<file path="config.mk">
export PLATFORM = sky130hd
export DESIGN_NAME = id_stage_ctrl
export DESIGN_NICKNAME = d
export VERILOG_FILES = /design/src/rtl/id_stage_ctrl.sv
export SDC_FILE = /design/constraint.sdc
export NUM_CORES = 1
export LEC_CHECK = 0
export CORE_AREA = 3 3 117 119
export CTS_BUF_LIST = sky130_fd_sc_hd__clkbuf_2
export DETAILED_ROUTE_END_ITERATION = 10
export DIE_AREA = 0 0 120 122
export PLACE_DENSITY = 0.58
export SYNTH_ARGS = -nofsm -noshare
export SYNTH_HDL_FRONTEND = slang
export SYNTH_SLANG_ARGS = --single-unit
</file>
<file path="constraint.sdc">
create_clock -name clk -period 2.3 [get_ports clk]
set_clock_uncertainty 0.05 [all_clocks]
set_input_delay 0.345 -clock clk [delete_from_list [all_inputs] [get_ports clk]]
set_output_delay 0.345 -clock clk [all_outputs]
set_load 0.02 [all_outputs]
</file>
<file path="src/rtl/id_stage_ctrl.sv">
// IF/ID stage controller: ID register, immediate-format decode, load-use
// hazard detection with fetch stall / EX bubble, and squash on EX redirect.
// Optional macro ID_PERF_EN adds saturating stall and redirect counters.
module id_stage_ctrl #(
  parameter logic [31:0] NOP_INST  = 32'h00000013,
  parameter int unsigned FLUSH_LAT = 1
) (
  input  logic        clk,
  input  logic        rst,
  input  logic        if_valid,
  input  logic [31:0] if_inst,
  input  logic [31:0] if_pc,
  input  logic        ex_valid,
  input  logic        ex_mem_read,
  input  logic [4:0]  ex_rd,
  input  logic        ex_redirect,
  output logic        stall_if,
  output logic        id_bubble,
  output logic        id_valid,
  output logic [31:0] id_inst,
  output logic [31:0] id_pc,
  output logic [2:0]  imm_type
`ifdef ID_PERF_EN
  ,
  output logic [31:0] stall_cnt,
  output logic [31:0] flush_cnt_o
`endif
);

  typedef enum logic [1:0] {StRun, StStall, StFlush} state_e;

  localparam logic [2:0] ImmNone = 3'b000;
  localparam logic [2:0] ImmI    = 3'b001;
  localparam logic [2:0] ImmB    = 3'b010;
  localparam logic [2:0] ImmS    = 3'b011;
  localparam logic [2:0] ImmJ    = 3'b100;
  localparam logic [2:0] ImmU    = 3'b101;

  localparam logic [2:0] FlushInit = 3'(FLUSH_LAT - 1);

  function automatic logic [2:0] decode_imm(input logic [6:0] op);
    logic [2:0] t;
    unique case (op)
      7'b0010011, 7'b0000011, 7'b1100111: t = ImmI;
      7'b1100011:                         t = ImmB;
      7'b0100011:                         t = ImmS;
      7'b1101111:                         t = ImmJ;
      7'b0110111, 7'b0010111:             t = ImmU;
      default:                            t = ImmNone;
    endcase
    return t;
  endfunction

  state_e      state_q, state_d;
  logic        id_valid_q, id_valid_d;
  logic [31:0] id_inst_q, id_inst_d;
  logic [31:0] id_pc_q, id_pc_d;
  logic [2:0]  imm_type_q, imm_type_d;
  logic [2:0]  flush_cnt_q, flush_cnt_d;

  logic [6:0] id_op;
  logic       rs1_used, rs2_used, hazard;

  // Load-use hazard between the load in EX and the source registers of ID.
  always_comb begin
    id_op    = id_inst_q[6:0];
    // J and U formats carry immediate bits where rs1 would be.
    rs1_used = !((id_op == 7'b1101111) || (id_op == 7'b0110111) || (id_op == 7'b0010111));
    rs2_used = (id_op == 7'b1100011) || (id_op == 7'b0100011) || (id_op == 7'b0110011);
    hazard   = id_valid_q && ex_valid && ex_mem_read && (ex_rd != 5'd0) &&
               ((rs1_used && (ex_rd == id_inst_q[19:15])) ||
                (rs2_used && (ex_rd == id_inst_q[24:20])));
    // A redirect squashes ID anyway, so it overrides the stall.
    stall_if  = hazard && !ex_redirect && (state_q != StFlush);
    id_bubble = stall_if;
  end

  // Next-state for the FSM and the ID register contents.
  always_comb begin
    state_d     = state_q;
    id_valid_d  = id_valid_q;
    id_inst_d   = id_inst_q;
    id_pc_d     = id_pc_q;
    imm_type_d  = imm_type_q;
    flush_cnt_d = flush_cnt_q;
    if (ex_redirect) begin
      id_valid_d  = 1'b0;
      id_inst_d   = NOP_INST;
      imm_type_d  = decode_imm(NOP_INST[6:0]);
      flush_cnt_d = FlushInit;
      state_d     = (FLUSH_LAT > 1) ? StFlush : StRun;
    end else begin
      unique case (state_q)
        StRun, StStall: begin
          if (hazard) begin
            state_d = StStall;
          end else begin
            state_d = StRun;
            if (if_valid) begin
              id_valid_d = 1'b1;
              id_inst_d  = if_inst;
              id_pc_d    = if_pc;
              imm_type_d = decode_imm(if_inst[6:0]);
            end else begin
              id_valid_d = 1'b0;
            end
          end
        end
        StFlush: begin
          id_valid_d  = 1'b0;
          flush_cnt_d = flush_cnt_q - 3'd1;
          if (flush_cnt_q <= 3'd1) begin
            flush_cnt_d = 3'd0;
            state_d     = StRun;
          end
        end
        default: state_d = StRun;
      endcase
    end
  end

  // State and ID register.
  always_ff @(posedge clk or posedge rst) begin
    if (rst) begin
      state_q     <= StRun;
      id_valid_q  <= 1'b0;
      id_inst_q   <= NOP_INST;
      id_pc_q     <= 32'd0;
      imm_type_q  <= ImmI;
      flush_cnt_q <= 3'd0;
    end else begin
      state_q     <= state_d;
      id_valid_q  <= id_valid_d;
      id_inst_q   <= id_inst_d;
      id_pc_q     <= id_pc_d;
      imm_type_q  <= imm_type_d;
      flush_cnt_q <= flush_cnt_d;
    end
  end

  assign id_valid = id_valid_q;
  assign id_inst  = id_inst_q;
  assign id_pc    = id_pc_q;
  assign imm_type = imm_type_q;

`ifdef ID_PERF_EN
  logic [31:0] stall_cnt_q;
  logic [31:0] redirect_cnt_q;

  // Saturating event counters for stall cycles and accepted redirects.
  always_ff @(posedge clk or posedge rst) begin
    if (rst) begin
      stall_cnt_q    <= 32'd0;
      redirect_cnt_q <= 32'd0;
    end else begin
      if (stall_if && (stall_cnt_q != 32'hFFFFFFFF)) begin
        stall_cnt_q <= stall_cnt_q + 32'd1;
      end
      if (ex_redirect && (redirect_cnt_q != 32'hFFFFFFFF)) begin
        redirect_cnt_q <= redirect_cnt_q + 32'd1;
      end
    end
  end

  assign stall_cnt   = stall_cnt_q;
  assign flush_cnt_o = redirect_cnt_q;
`endif

endmodule
</file>
==> flow_metrics.py <==
metrics = {
    "outcome": {
        "status": "finished, violations left",
        "violations": "setup timing",
    },
    "floorplan": {
        "die_h_um": 122,
        "rows": 41,
        "coreArea_sq_um": 12700,
        "die-area_sq_um": 14600,
        "io_pins": 145,
        "start_util_pct": 25.1,
        "die_w_um": 120,
    },
    "setup_path": {
        "cp-end-kind": "primary output",
        "required_ns": 1.90,
        "worstPathArrival_ns": 2.03,
        "rr_worst_depth": 8,
        "cp-endpoint": "stall_if",
        "r2r-start": "id_inst[0]",
        "startpoint_type": "flip-flop",
        "path_class": "flip-flop to primary output",
        "rr_endpoint": "id_pc[29]",
        "critPathLaunch": "id_inst[0]",
        "r2r_slack_ns": 0.02,
        "path_max_fanout": 2,
    },
    "layout": {
        "mostFrequentLayoutCells": "clkdlybuf4s50_1 (138), dfrtp_1 (63), buf_4 (36)",
        "final_common_cell": "clkdlybuf4s50_1",
        "final_nets": 532,
        "final_core_util_pct": 43.1,
        "drive_gt1_share_pct": 25.3,
        "area_growth_pct": 71.8,
        "nFillCells": 1234,
        "fin_cells": 635,
    },
    "clock_tree": {
        "clkSinkCount": 68,
        "worstSkewPairLatency_ns": 0.50,
        "cts_root_buffer": "clkbuf_2",
        "htreeDepth": 3,
        "cts_tree": "done",
        "cts_buffers": 9,
        "cts_buffer_depth": 2,
        "clk_pin_slew_ns": 0.22,
        "cts_hold_buf": 0,
    },
    "synth": {
        "synth.distinct_cells": 37,
        "netlist_area_sq_um": 3180,
        "synth_flop_cell": "dfrtp_1",
        "seq_area_frac_synth_pct": 53.7,
        "syn_area_per_cell_sq_um": 11.6,
        "synth.net_count": 350,
        "netlist_instances": 275,
        "synth-edff-count": 0,
        "synth-async-reset-ratio_pct": 100,
        "ys_seq_elements": 68,
        "synth_warnings": 0,
    },
    "power_and_ir_drop": {
        "p_sw_w": 0.000924,
        "leakage_nw": 2.33,
        "pwr-share-clk_pct": 26.1,
        "power_frac_seq_pct": 44.3,
        "power_per_cell_area_nw_per_um2": 576,
        "ir_drop_mv": 0.220,
        "internal-power_w": 0.00222,
        "share_comb_of_total_power_pct": 29.7,
        "switching_share_pct": 29.4,
    },
    "global_route": {
        "grtUsageTotal_pct": 13.5,
        "overflow": 0,
        "grt_pass1_vias": 2950,
        "grt_max_degree": 38,
        "grt_pass1_wl_mm": 15.6,
        "antenna_found_initial": 2,
    },
    "placed_design": {
        "dp.cells": 602,
        "pre_cts_slack_ns": -0.566,
        "place.gp.congestion": 0.806,
        "place_hpwl_mm": 7.24,
        "io_buffers": 144,
    },
    "route": {
        "avgViaCountPerCell": 4.54,
        "drtPass1Iterations": 4,
        "initialDrtViolationCount": 188,
        "wire_per_inst_um": 16.9,
        "wirelength_mm": 10.7,
        "route.vias.total": 2884,
        "drc": 0,
        "ant_nets": 0,
    },
    "sta": {
        "tightestPinTransition_ns": 0.485,
        "whs_ns": 0.0823,
        "max-slew-margin-rel_pct": 67.6,
        "rsz0062_at_grt": "yes",
        "fmax_mhz": 413,
        "setup_tns_ns": -0.240,
        "fin_ws_ns": -0.120,
        "finalCriticalPeriod_ns": 2.42,
        "slew_viol_final": 0,
        "setup_viol_count_final": 2,
        "hold_viol_final": 0,
        "fin_crit_sh_pct": 105,
    },
    "job": {
        "maxCapViolCount": 0,
    },
    "hold_path": {
        "min_path_type": "input port to asynchronous set/reset pin",
    },
}
-- synth_stat cells, types with 3 or more instances --
| cell | number | area (sq um) |
|---|---|---|
| buf_6 | 4 | 45.0 |
| o21ai_0 | 31 | 155 |
| dfrtp_1 | 64 | 1600 |
| nand4_1 | 3 | 18.8 |
| xor2_1 | 5 | 43.8 |
| mux2_4 | 30 | 450 |
| dfstp_2 | 4 | 105 |
| mux2i_1 | 4 | 40.0 |
| clkbuf_1 | 16 | 60.1 |
| xnor2_1 | 5 | 43.8 |
| a21oi_1 | 32 | 160 |
| nand3_1 | 33 | 165 |
| nor2_1 | 15 | 56.3 |
-- cell type report --
cell class	instances	area, sq um	area share, %
diodes	1	2.50	0.0458
well taps	172	215	3.94
clock inverters	6	88.8	1.63
clock buffers	10	50.0	0.917
flip-flops and latches	68	1710	31.3
repair buffers	193	1970	36.1
multi-input cells	183	1420	25.9
inverters	2	7.51	0.138
-- power groups by stage --
stage	Sequential, W	Combinational [W]	Clock (W)
after floorplan	0.00155	0.000260	0
after global placement	0.00141	0.000873	0
after detailed placement	0.00141	0.000880	0
after CTS	0.00139	0.000895	0.000859
after global routing	0.00141	0.000988	0.000904
final	0.00139	0.000933	0.000819
-- state kept, by name, summed over array words and instances (netlist names) --
name / count
imm_type: 3
id_valid: 1
id_pc: 32
id_inst: 32
-- logic make-up (layout without fill, tap and decap cells) --
group           after synthesis  in the layout  share of synthesized area (%)
flops                        68             68                           53.7
buf+inv                      24            211                           3.90
simple gates                 69             69                           11.9
mux                          36             36                           16.1
xor+xnor                     10             10                           2.76
other cells                   0              1                              0
compound gates               68             68                           11.6
-- stage by stage --
step                      instance area (sq um)  total power, W
after floorplan                            3180         0.00181
after global placement                     5030         0.00228
after detailed placement                   5030         0.00229
after CTS                                  5230         0.00315
after global routing                       5460         0.00330
final                                      5460         0.00314
-- per-layer routing --
layer | wire, um | vias to the layer above | global-route usage [%]
met3 | 645 | 16 | 3.62
met5 | 13 | - | 0
li1 | - | 1349 | -
met1 | 4630 | 1413 | 17.4
met2 | 5290 | 104 | 22.0
met4 | 143 | 2 | 4.72
-- repair_timing --
| item | CTS | global route |
|---|---|---|
| gates resized for setup | 24 | 10 |
| setup endpoints to repair | 14 | 40 |
| endpoints found under the hold margin | 0 | 0 |
| pin swaps | 7 | 19 |
| setup buffers | 4 | 10 |
| gates cloned | 0 | 5 |
-- critical path: stages, from the launching register on --
cell	delay, ns
dfstp_2	0.57
and2_4	0.15
nand4_1	0.20
nor4_4	0.23
nor2_1	0.09
nor2_2	0.14
buf_6	0.14
-- worst min-delay path by stage --
stage	startpoint	cells after the start	end	slack [ns]
2_1_floorplan	if_valid	2	id_valid	0.43
3_3_place_gp	id_pc[11]	1	id_pc[11]	0.45
5_1_grt	rst	2	id_pc[9]	0.05
4_1_cts	rst	2	id_pc[8]	0.02
6_report	rst	2	id_pc[8]	0.08
3_5_place_dp	id_pc[15]	1	id_pc[15]	0.44
(Power assumes the default switching activity.)
